===== src/rtl/fic_pkg.sv =====
// Shared types and constants for the fetch/issue sequencer in front of topMod.
package fic_pkg;

    typedef enum logic [1:0] {
        FETCH = 2'd0,
        EXEC  = 2'd1,
        IRQ   = 2'd2,
        HALT  = 2'd3
    } ficState_t;

    // Instruction word layout: [15:11] opcode, [10:8] address mode, [7:0] data
    localparam int OPC_MSB  = 15;
    localparam int OPC_LSB  = 11;
    localparam int MODE_MSB = 10;
    localparam int MODE_LSB = 8;
    localparam int DATA_MSB = 7;

    localparam logic [4:0] DEF_HALT_OPCODE = 5'h1F;
    localparam logic [4:0] DEF_RETI_OPCODE = 5'h1E;

    function automatic logic [4:0] opcodeOf(input logic [15:0] word);
        return word[OPC_MSB:OPC_LSB];
    endfunction

    function automatic logic [2:0] modeOf(input logic [15:0] word);
        return word[MODE_MSB:MODE_LSB];
    endfunction

    function automatic logic [7:0] dataOf(input logic [15:0] word);
        return word[DATA_MSB:0];
    endfunction

endpackage


===== src/rtl/fic_watchdog.sv =====
// Execute-stage watchdog: counts EXEC cycles and latches a sticky error when the
// limit is reached without the datapath completing the instruction.
module fic_watchdog #(
    parameter int LIMIT = 64
) (
    input  logic clk,
    input  logic reset,
    input  logic clear,
    input  logic run,
    input  logic complete,
    output logic expire,
    output logic wdtErr
);

    localparam logic [7:0] TERMINAL = 8'(LIMIT - 1);

    logic [7:0] count;

    // A completion landing on the terminal cycle wins over the timeout.
    assign expire = run && !complete && (count == TERMINAL);

    always_ff @(posedge clk or negedge reset) begin
        if (!reset) begin
            count  <= 8'd0;
            wdtErr <= 1'b0;
        end else begin
            if (clear) begin
                count <= 8'd0;
            end else if (run && (count != TERMINAL)) begin
                count <= count + 8'd1;
            end
            if (expire) begin
                wdtErr <= 1'b1;
            end
        end
    end

endmodule


===== src/rtl/fetch_issue_ctrl.sv =====
// Fetch/issue sequencer: fetches instruction words, loads the stage registers,
// and handles completion, interrupt entry/return, HALT and the execute watchdog.
//
// state | meaning
// FETCH | imem_req high at pc, waiting for imem_ack
// EXEC  | stage registers valid, waiting for StageComplete (watchdog running)
// IRQ   | single cycle: irq_ack, pc <- vector, enter ISR
// HALT  | fetching stopped; leaves only via interrupt (if no watchdog error) or reset
module fetch_issue_ctrl
    import fic_pkg::*;
#(
    parameter logic [7:0] RESET_VECTOR = 8'h00,
    parameter logic [4:0] HALT_OPCODE  = DEF_HALT_OPCODE,
    parameter logic [4:0] RETI_OPCODE  = DEF_RETI_OPCODE,
    parameter int         WDT_CYCLES   = 64
) (
    input  logic        clk,
    input  logic        reset,
    output logic        imem_req,
    output logic [7:0]  imem_addr,
    input  logic        imem_ack,
    input  logic [15:0] imem_rdata,
    output logic [4:0]  StageRegInstr_out,
    output logic [2:0]  StageRegAddrMode_out,
    output logic [7:0]  StageRegData_out,
    output logic [7:0]  StageRegPCtr_out,
    output logic        stage_valid,
    input  logic        StageComplete,
    input  logic [7:0]  NextPctr,
    input  logic        irq,
    input  logic        irq_en,
    input  logic [7:0]  InteruptAdrReg,
    output logic        irq_ack,
    output logic        in_isr,
    output logic        halted,
    output logic        wdt_err,
    output logic [15:0] retired
);

    ficState_t   state;
    ficState_t   nextState;
    logic        started;
    logic [7:0]  pc;
    logic [7:0]  pcNext;
    logic [7:0]  epc;
    logic [7:0]  epcNext;
    logic        inIsr;
    logic        inIsrNext;
    logic        loadStage;
    logic        retire;
    logic        wdtClear;
    logic        wdtRun;
    logic        wdtExpire;
    logic        wdtErr;
    logic        irqPending;

    fic_watchdog #(
        .LIMIT (WDT_CYCLES)
    ) u_watchdog (
        .clk      (clk),
        .reset    (reset),
        .clear    (wdtClear),
        .run      (wdtRun),
        .complete (StageComplete),
        .expire   (wdtExpire),
        .wdtErr   (wdtErr)
    );

    assign wdtRun     = (state == EXEC);
    assign irqPending = irq && irq_en;

    always_comb begin
        nextState = state;
        pcNext    = pc;
        epcNext   = epc;
        inIsrNext = inIsr;
        loadStage = 1'b0;
        retire    = 1'b0;
        wdtClear  = 1'b0;
        case (state)
            FETCH: begin
                if (started && imem_ack) begin
                    loadStage = 1'b1;
                    wdtClear  = 1'b1;
                    nextState = EXEC;
                end
            end
            EXEC: begin
                if (StageComplete) begin
                    retire = 1'b1;
                    if (StageRegInstr_out == HALT_OPCODE) begin
                        pcNext    = NextPctr;
                        nextState = HALT;
                    end else if ((StageRegInstr_out == RETI_OPCODE) && inIsr) begin
                        pcNext    = epc;
                        inIsrNext = 1'b0;
                        nextState = FETCH;
                    end else if (irqPending && !inIsr) begin
                        epcNext   = NextPctr;
                        nextState = IRQ;
                    end else begin
                        pcNext    = NextPctr;
                        nextState = FETCH;
                    end
                end else if (wdtExpire) begin
                    nextState = HALT;
                end
            end
            IRQ: begin
                pcNext    = InteruptAdrReg;
                inIsrNext = 1'b1;
                nextState = FETCH;
            end
            HALT: begin
                // A watchdog halt is terminal until reset.
                if (irqPending && !wdtErr) begin
                    epcNext   = pc;
                    nextState = IRQ;
                end
            end
            default: begin
                nextState = FETCH;
            end
        endcase
    end

    always_ff @(posedge clk or negedge reset) begin
        if (!reset) begin
            state <= FETCH;
        end else begin
            state <= nextState;
        end
    end

    // started keeps imem_req low while reset is asserted even though state is FETCH.
    always_ff @(posedge clk or negedge reset) begin
        if (!reset) begin
            started              <= 1'b0;
            pc                   <= RESET_VECTOR;
            epc                  <= 8'h00;
            inIsr                <= 1'b0;
            StageRegInstr_out    <= 5'h00;
            StageRegAddrMode_out <= 3'h0;
            StageRegData_out     <= 8'h00;
            StageRegPCtr_out     <= 8'h00;
            retired              <= 16'h0000;
        end else begin
            started <= 1'b1;
            pc      <= pcNext;
            epc     <= epcNext;
            inIsr   <= inIsrNext;
            if (loadStage) begin
                StageRegInstr_out    <= opcodeOf(imem_rdata);
                StageRegAddrMode_out <= modeOf(imem_rdata);
                StageRegData_out     <= dataOf(imem_rdata);
                StageRegPCtr_out     <= pc;
            end
            if (retire) begin
                retired <= retired + 16'd1;
            end
        end
    end

    assign imem_req    = (state == FETCH) && started;
    assign imem_addr   = pc;
    assign stage_valid = (state == EXEC);
    assign irq_ack     = (state == IRQ);
    assign halted      = (state == HALT);
    assign in_isr      = inIsr;
    assign wdt_err     = wdtErr;

endmodule


===== config.mk =====
export PLATFORM = sky130hd
export DESIGN_NAME = fetch_issue_ctrl
export DESIGN_NICKNAME = d
export VERILOG_FILES = /design/src/rtl/fic_pkg.sv /design/src/rtl/fic_watchdog.sv /design/src/rtl/fetch_issue_ctrl.sv
export SDC_FILE = /design/constraint.sdc
export NUM_CORES = 1
export LEC_CHECK = 0
export CORE_MARGIN = 10
export CORE_UTILIZATION = 54
export CTS_BUF_LIST = sky130_fd_sc_hd__clkbuf_8
export DETAILED_ROUTE_END_ITERATION = 8
export GPL_ROUTABILITY_DRIVEN = 0
export PLACE_DENSITY = 0.88
export SLEW_MARGIN = 20
export SYNTH_ARGS = -nofsm -noshare
export SYNTH_HDL_FRONTEND = slang
export SYNTH_SLANG_ARGS = --single-unit

===== constraint.sdc =====
create_clock -name clk -period 2.8 [get_ports clk]
set_input_delay 0.84 -clock clk [delete_from_list [all_inputs] [get_ports clk]]
set_output_delay 0.84 -clock clk [all_outputs]
set_load 0.02 [all_outputs]

# Word level (Yosys, flattened, before mapping)
# Index checks and enable logic that the tools add are counted.
totals:
  ff_bits: 69
  input_bits: 38
  out_inout_bits: 54
  wordCells: 79
op_classes:
  addsub: 2
  eq_ne: 16
  mux: 29
  reduce_logical: 20
ops:
  columns: ["operator", "count"]
  rows:
  - ["$mux 8", 11]
  - ["$pmux 8 s2", 2]
  - ["$add 16x1->16 const B", 1]
  - ["$mux 2", 7]
  - ["$ne 2x2->1 const B", 6]
  - ["$eq 5x5->1 const B", 2]
  - ["$logic_and 1x1->1", 9]
  - ["$add 8x1->8 const B", 1]
  - ["$eq 8x6->1 const B", 1]
  - ["$ne 8x6->1 const B", 1]
  - ["$pmux 2 s4", 1]
  - ["$mux 1", 7]
  - ["$reduce_and 3->1", 2]
  - ["$reduce_and 6->1", 1]
  - ["$reduce_bool 2->1", 3]
  - ["$eq 2x2->1 const B", 2]
  - ["$ne 4x4->1 const B", 1]
  - ["$reduce_and 4->1", 1]
  - ["$logic_not 1->1", 3]
  - ["$ne 3x3->1 const B", 1]
  - ["$eq 2x1->1 const B", 1]
  - ["$logic_not 2->1", 1]
  - ["$ne 2x1->1 const B", 1]
  - ["$pmux 1 s2", 1]

# Depth between registers and ports, before layout
logic_depth:
  ltp_word: 7
  ltp_mapped: 7
  ltp_nobuf: 6

# Hierarchy
# Synthesis repeated with hierarchy kept, for this count alone.
unflattened:
  cells_unflattened: 292
  area_unflattened_um2: 3428.3
modules_own_cells:
  columns: ["module", "instances", "cells_per_inst", "area_each_um2", "seq_area_each_um2"]
  rows:
  - ["fetch_issue_ctrl", 1, 240, 2925.3, 1501.4]
  - ["fic_watchdog", 1, 52, 503.0, 225.2]

# Least setup slack after synthesis
# No wires, ideal clock.
synth_timing:
  path_type: "input to register"
  from: "input irq"
  to: "register epc[0]"
  setup_ns: 0.125
  t_arrival_ns: 1.827
  required_time_ns: 2.675
  path_slack_ns: 0.848
  stages: 4
  path_buffers: 0
  cell_sequence: "and3b_2 > o2111ai_2 > a21oi_4 > mux2_2"
synth_via:
  elab_chain_len: 4
  elab_cells_between_ends: 6
  cone_classes: "eq/ne (2); reduce/logical (4)"
synth_lines:
  columns: ["element", "line_no", "source"]
  rows:
  - ["start, declared", "fetch_issue_ctrl.sv:30", "input logic irq,"]
  - ["$logic_and 1x1->1 *", "fetch_issue_ctrl.sv:70", "assign irqPending = irq && irq_en;"]
  - ["$logic_and 1x1->1, on equally long branches", "fetch_issue_ctrl.sv:98, fetch_issue_ctrl.sv:116", null]
  - ["$ne 2x2->1 (no line) / $ne 2x1->1 (equally long branches)", null, null]
  - ["$reduce_and 6->1 (no line) *", null, null]
  - ["end signal, assigned", "fetch_issue_ctrl.sv:150", "epc <= epcNext;"]
  - ["end, declared", "fetch_issue_ctrl.sv:45", "logic [7:0] epc;"]
# Mark *: on every way between the ends. The rest lies on a longest branch, timed or not.
# A chain may end at the register's enable or synchronous reset.

# Worst setup path after layout
layout_timing:
  from: "register state[0]"
  to: "output irq_ack"
layout_via:
  elab_chain_len: 1
layout_lines:
  columns: ["element", "line_no", "source"]
  rows:
  - ["start, declared", "fetch_issue_ctrl.sv:40", "ficState_t state;"]
  - ["start signal, assigned", "fetch_issue_ctrl.sv:131", "state <= nextState;"]
  - ["$eq 2x2->1", "fetch_issue_ctrl.sv:167", "assign irq_ack = (state == IRQ);"]
  - ["end, declared", "fetch_issue_ctrl.sv:33", "output logic irq_ack,"]
# Every way passes these cells.

==> impl_metrics.ini <==
[synth]
synth-main-ff-cell = dfrtp_1
netlist_area_um2 = 3430
ys_ff_latch = 69
async_reset_ff_frac = 1.00
syn_avg_cell_area_um2 = 10.2
synth_edf_count = 0
synth_fp_nets = 381
seq_area_frac_synth = 0.503
ys_warn_count = 0
ys_types = 47
syn-instance-count = 336

[clocking]
cts-htree-levels = 3
cts_buffer_depth = 2
worst_skew_pair.late_latency_ns = 0.35
cts_hold_buf = 0
cts_buffers = 9
cts_root_buf = clkbuf_8
cts.sinks = 69
cts_tree = done
clk_pin_slew_ns = 0.07

[detailed_routing]
post_drt_wl_per_cell_um = 17.0
drt_iter0_markers = 98
vias = 2748
vias_per_cell = 5.37
wl_um = 8700
postRouteAntennaNets = 0
dr.pass1.iters = 4
drc = 0

[placement]
pre_cts_ws_ns = 0.215
place_inst = 496
dp_hpwl_um = 6350
dpl_cell_area_um2 = 4430
port_buffers = 91

[final_layout]
final_nets = 477
fin_util = 0.765
postLayoutCellArea_um2 = 4640
final_cells = 512
syn_to_final_growth_pct = 35.1
diodes = 0
drive_gt1_frac = 0.130

[sta]
post-route-period-util = 0.933
fin_ws_ns = 0.186
fmax_mhz = 383
slew_headroom = 0.454
skew_ns = 0.00949
setup_viol = 0
period_needed_ns = 2.61
worst_slew_pin_slew_ns = 0.816
fin_setup_tns_ns = 0
finalHoldViolations = 0
drv_slew = 0
hold_ws_ns = 0.346
rsz0062_at_grt = false

[floorplanning]
rows = 28
die_width_um = 99.7
core_area_um2 = 6060
pin_count = 92
initial_core_util = 0.566
die_h_um = 99.7
dieArea_um2 = 9950

[global_route]
grt_pass1_vias = 2905
grt_max_degree = 42
grt_util_all_layers = 0.177
grt_pass1_wl_um = 14200
overflow = 0
antenna_found_initial = 0

[power_and_ir_drop]
power_frac_seq = 0.353
finalPower_mw = 4.84
p_switching_mw = 1.85
sw_frac_of_total = 0.383
power_density_nw_per_um2 = 1040
vdd_drop_max_mv = 0.696
p_leak_nw = 2.09
pwr-share-comb = 0.470
power.internal_mw = 2.99
clkPwrFrac = 0.177

[job]
max-cap-violations = 0

[setup_path]
cp.required_ns = 1.96
critPathTopFamily = buffers and inverters
cp.buffers_inverters = 2
start_kind = flop
cp_max_fo = 4
crit_path_max_incr_delay_ns = 0.65
critPathArrivalTime_ns = 1.77
crit_slowest_cell = clkdlybuf4s50_1
reg2reg_slack_ns = 0.81
crit_path_end_kind = primary output
cp_cell_sequence = inv_1 > ha_1 > clkdlybuf4s50_1
worst-setup-path-type = flop to primary output

[hold_path]
hp-class = primary input to asynchronous set/reset pin

[outcome]
status = complete, no violations
==> logic make-up after synthesis <==
kind of cell	Yosys count	share of synthesized area
muxes	29	0.0951
buffers and inverters	28	0.0404
AOI/OAI and AO/OA	36	0.0827
and+or+nand+nor	147	0.204
xor gates and xnor gates	19	0.0485
DFF	69	0.503
other	1	0.00109
adders and majority gates	7	0.0255
==> area by class of cell <==
class                   count  area, um2
clock buffers               9        124
clock inverters             7       82.6
fillers                   397       1420
inverters                  15       56.3
multi-input cells         239       1570
flip-flops and latches     69       1730
well taps                  75       93.8
repair buffers             98        986
==> Yosys cell counts, types with 2 or more instances <==
cell       n  area [um2]
clkbuf_1   6        22.5
nand2b_1   9        56.3
buf_2      3        15.0
o31a_1     8        70.1
nand3_1   10        50.1
xor2_1     8        70.1
mux2i_1    3        30.0
nand2_1   79         297
buf_6      2        22.5
nand4_1    6        37.5
o21ai_1    2        10.0
mux2_2    25         282
and3_1     4        25.0
inv_1     15        56.3
o211ai_1   2        15.0
o21ai_0    6        30.0
o21a_1     9        67.6
nor3_1    11        55.1
nor2_1    14        52.6
xnor2_1   11        96.3
ha_1       7        87.6
dfrtp_1   69        1730
a21oi_1    3        15.0
==> worst reg2reg max path, delay by kind of cell (launching register included) <==
family	cells	cell delay (ns)
mux	1	0.38
fa+ha+maj	1	0.21
buf+inv	3	0.42
compound gates	2	0.47
flops	1	0.39
==> power by group through the flow <==
stage | clock network, mW | registers [mW] | logic [mW]
final | 0.857 | 1.71 | 2.27
after global routing | 0.910 | 1.76 | 2.46
after CTS | 0.869 | 1.71 | 2.30
after detailed placement | 0 | 1.72 | 2.28
after global placement | 0 | 1.70 | 2.22
after floorplan | 0 | 1.99 | 1.04
==> per-layer routing <==
layer / part of all wire / wire, um / track usage / vias up
li1: - / - / - / 1325
met1: 0.40 / 3460 / 0.190 / 1329
met2: 0.49 / 4230 / 0.292 / 79
met3: 0.099 / 865 / 0.0817 / 15
met4: 0.017 / 152 / 0.0772 / 0
met5: 0 / 0 / 0 / -
==> path summary, 6_finish.rpt <==
kind                                         startpoint                 endpoint  cells after the start
worst max-delay path                           state[0]                  irq_ack                      3
worst min-delay path                              reset      u_watchdog.count[4]                      1
worst max register to register                 state[1]             imem_addr[3]                      7
worst min register to register  StageRegAddrMode_out[2]  StageRegAddrMode_out[2]                      2
max in group asynchronous                         reset             imem_addr[7]                      2
min in group clk                StageRegAddrMode_out[2]  StageRegAddrMode_out[2]                      2
==> sequential cells by signal, summed over array words and instances, names as in the netlist <==
signal / flops
retired: 16
StageRegData_out: 8
StageRegPCtr_out: 8
epc: 8
imem_addr: 8
u_watchdog.count: 8
StageRegInstr_out: 5
StageRegAddrMode_out: 3
state: 2
in_isr: 1
started: 1
u_watchdog.wdtErr: 1
==> timing repair <==
item	in CTS	in global routing
endpoints found under the setup margin	0	1
resized for setup	0	1
setup buffers	0	0
==> cells in the final DEF (no fill, tap or decap), drive strengths merged, types with 3 or more instances in the layout <==
master / n
a21oi: 4
and3: 4
buf: 8
clkbuf: 9
clkdlybuf4s50: 89
clkinv: 3
dfrtp: 69
ha: 7
inv: 17
mux2: 26
mux2i: 3
nand2: 80
nand2b: 9
nand3: 10
nand4: 7
nor2: 14
nor3: 11
nor4: 3
o21a: 9
o21ai: 8
o31a: 8
xnor2: 11
xor2: 8
Power figures use the tool's default switching activity.
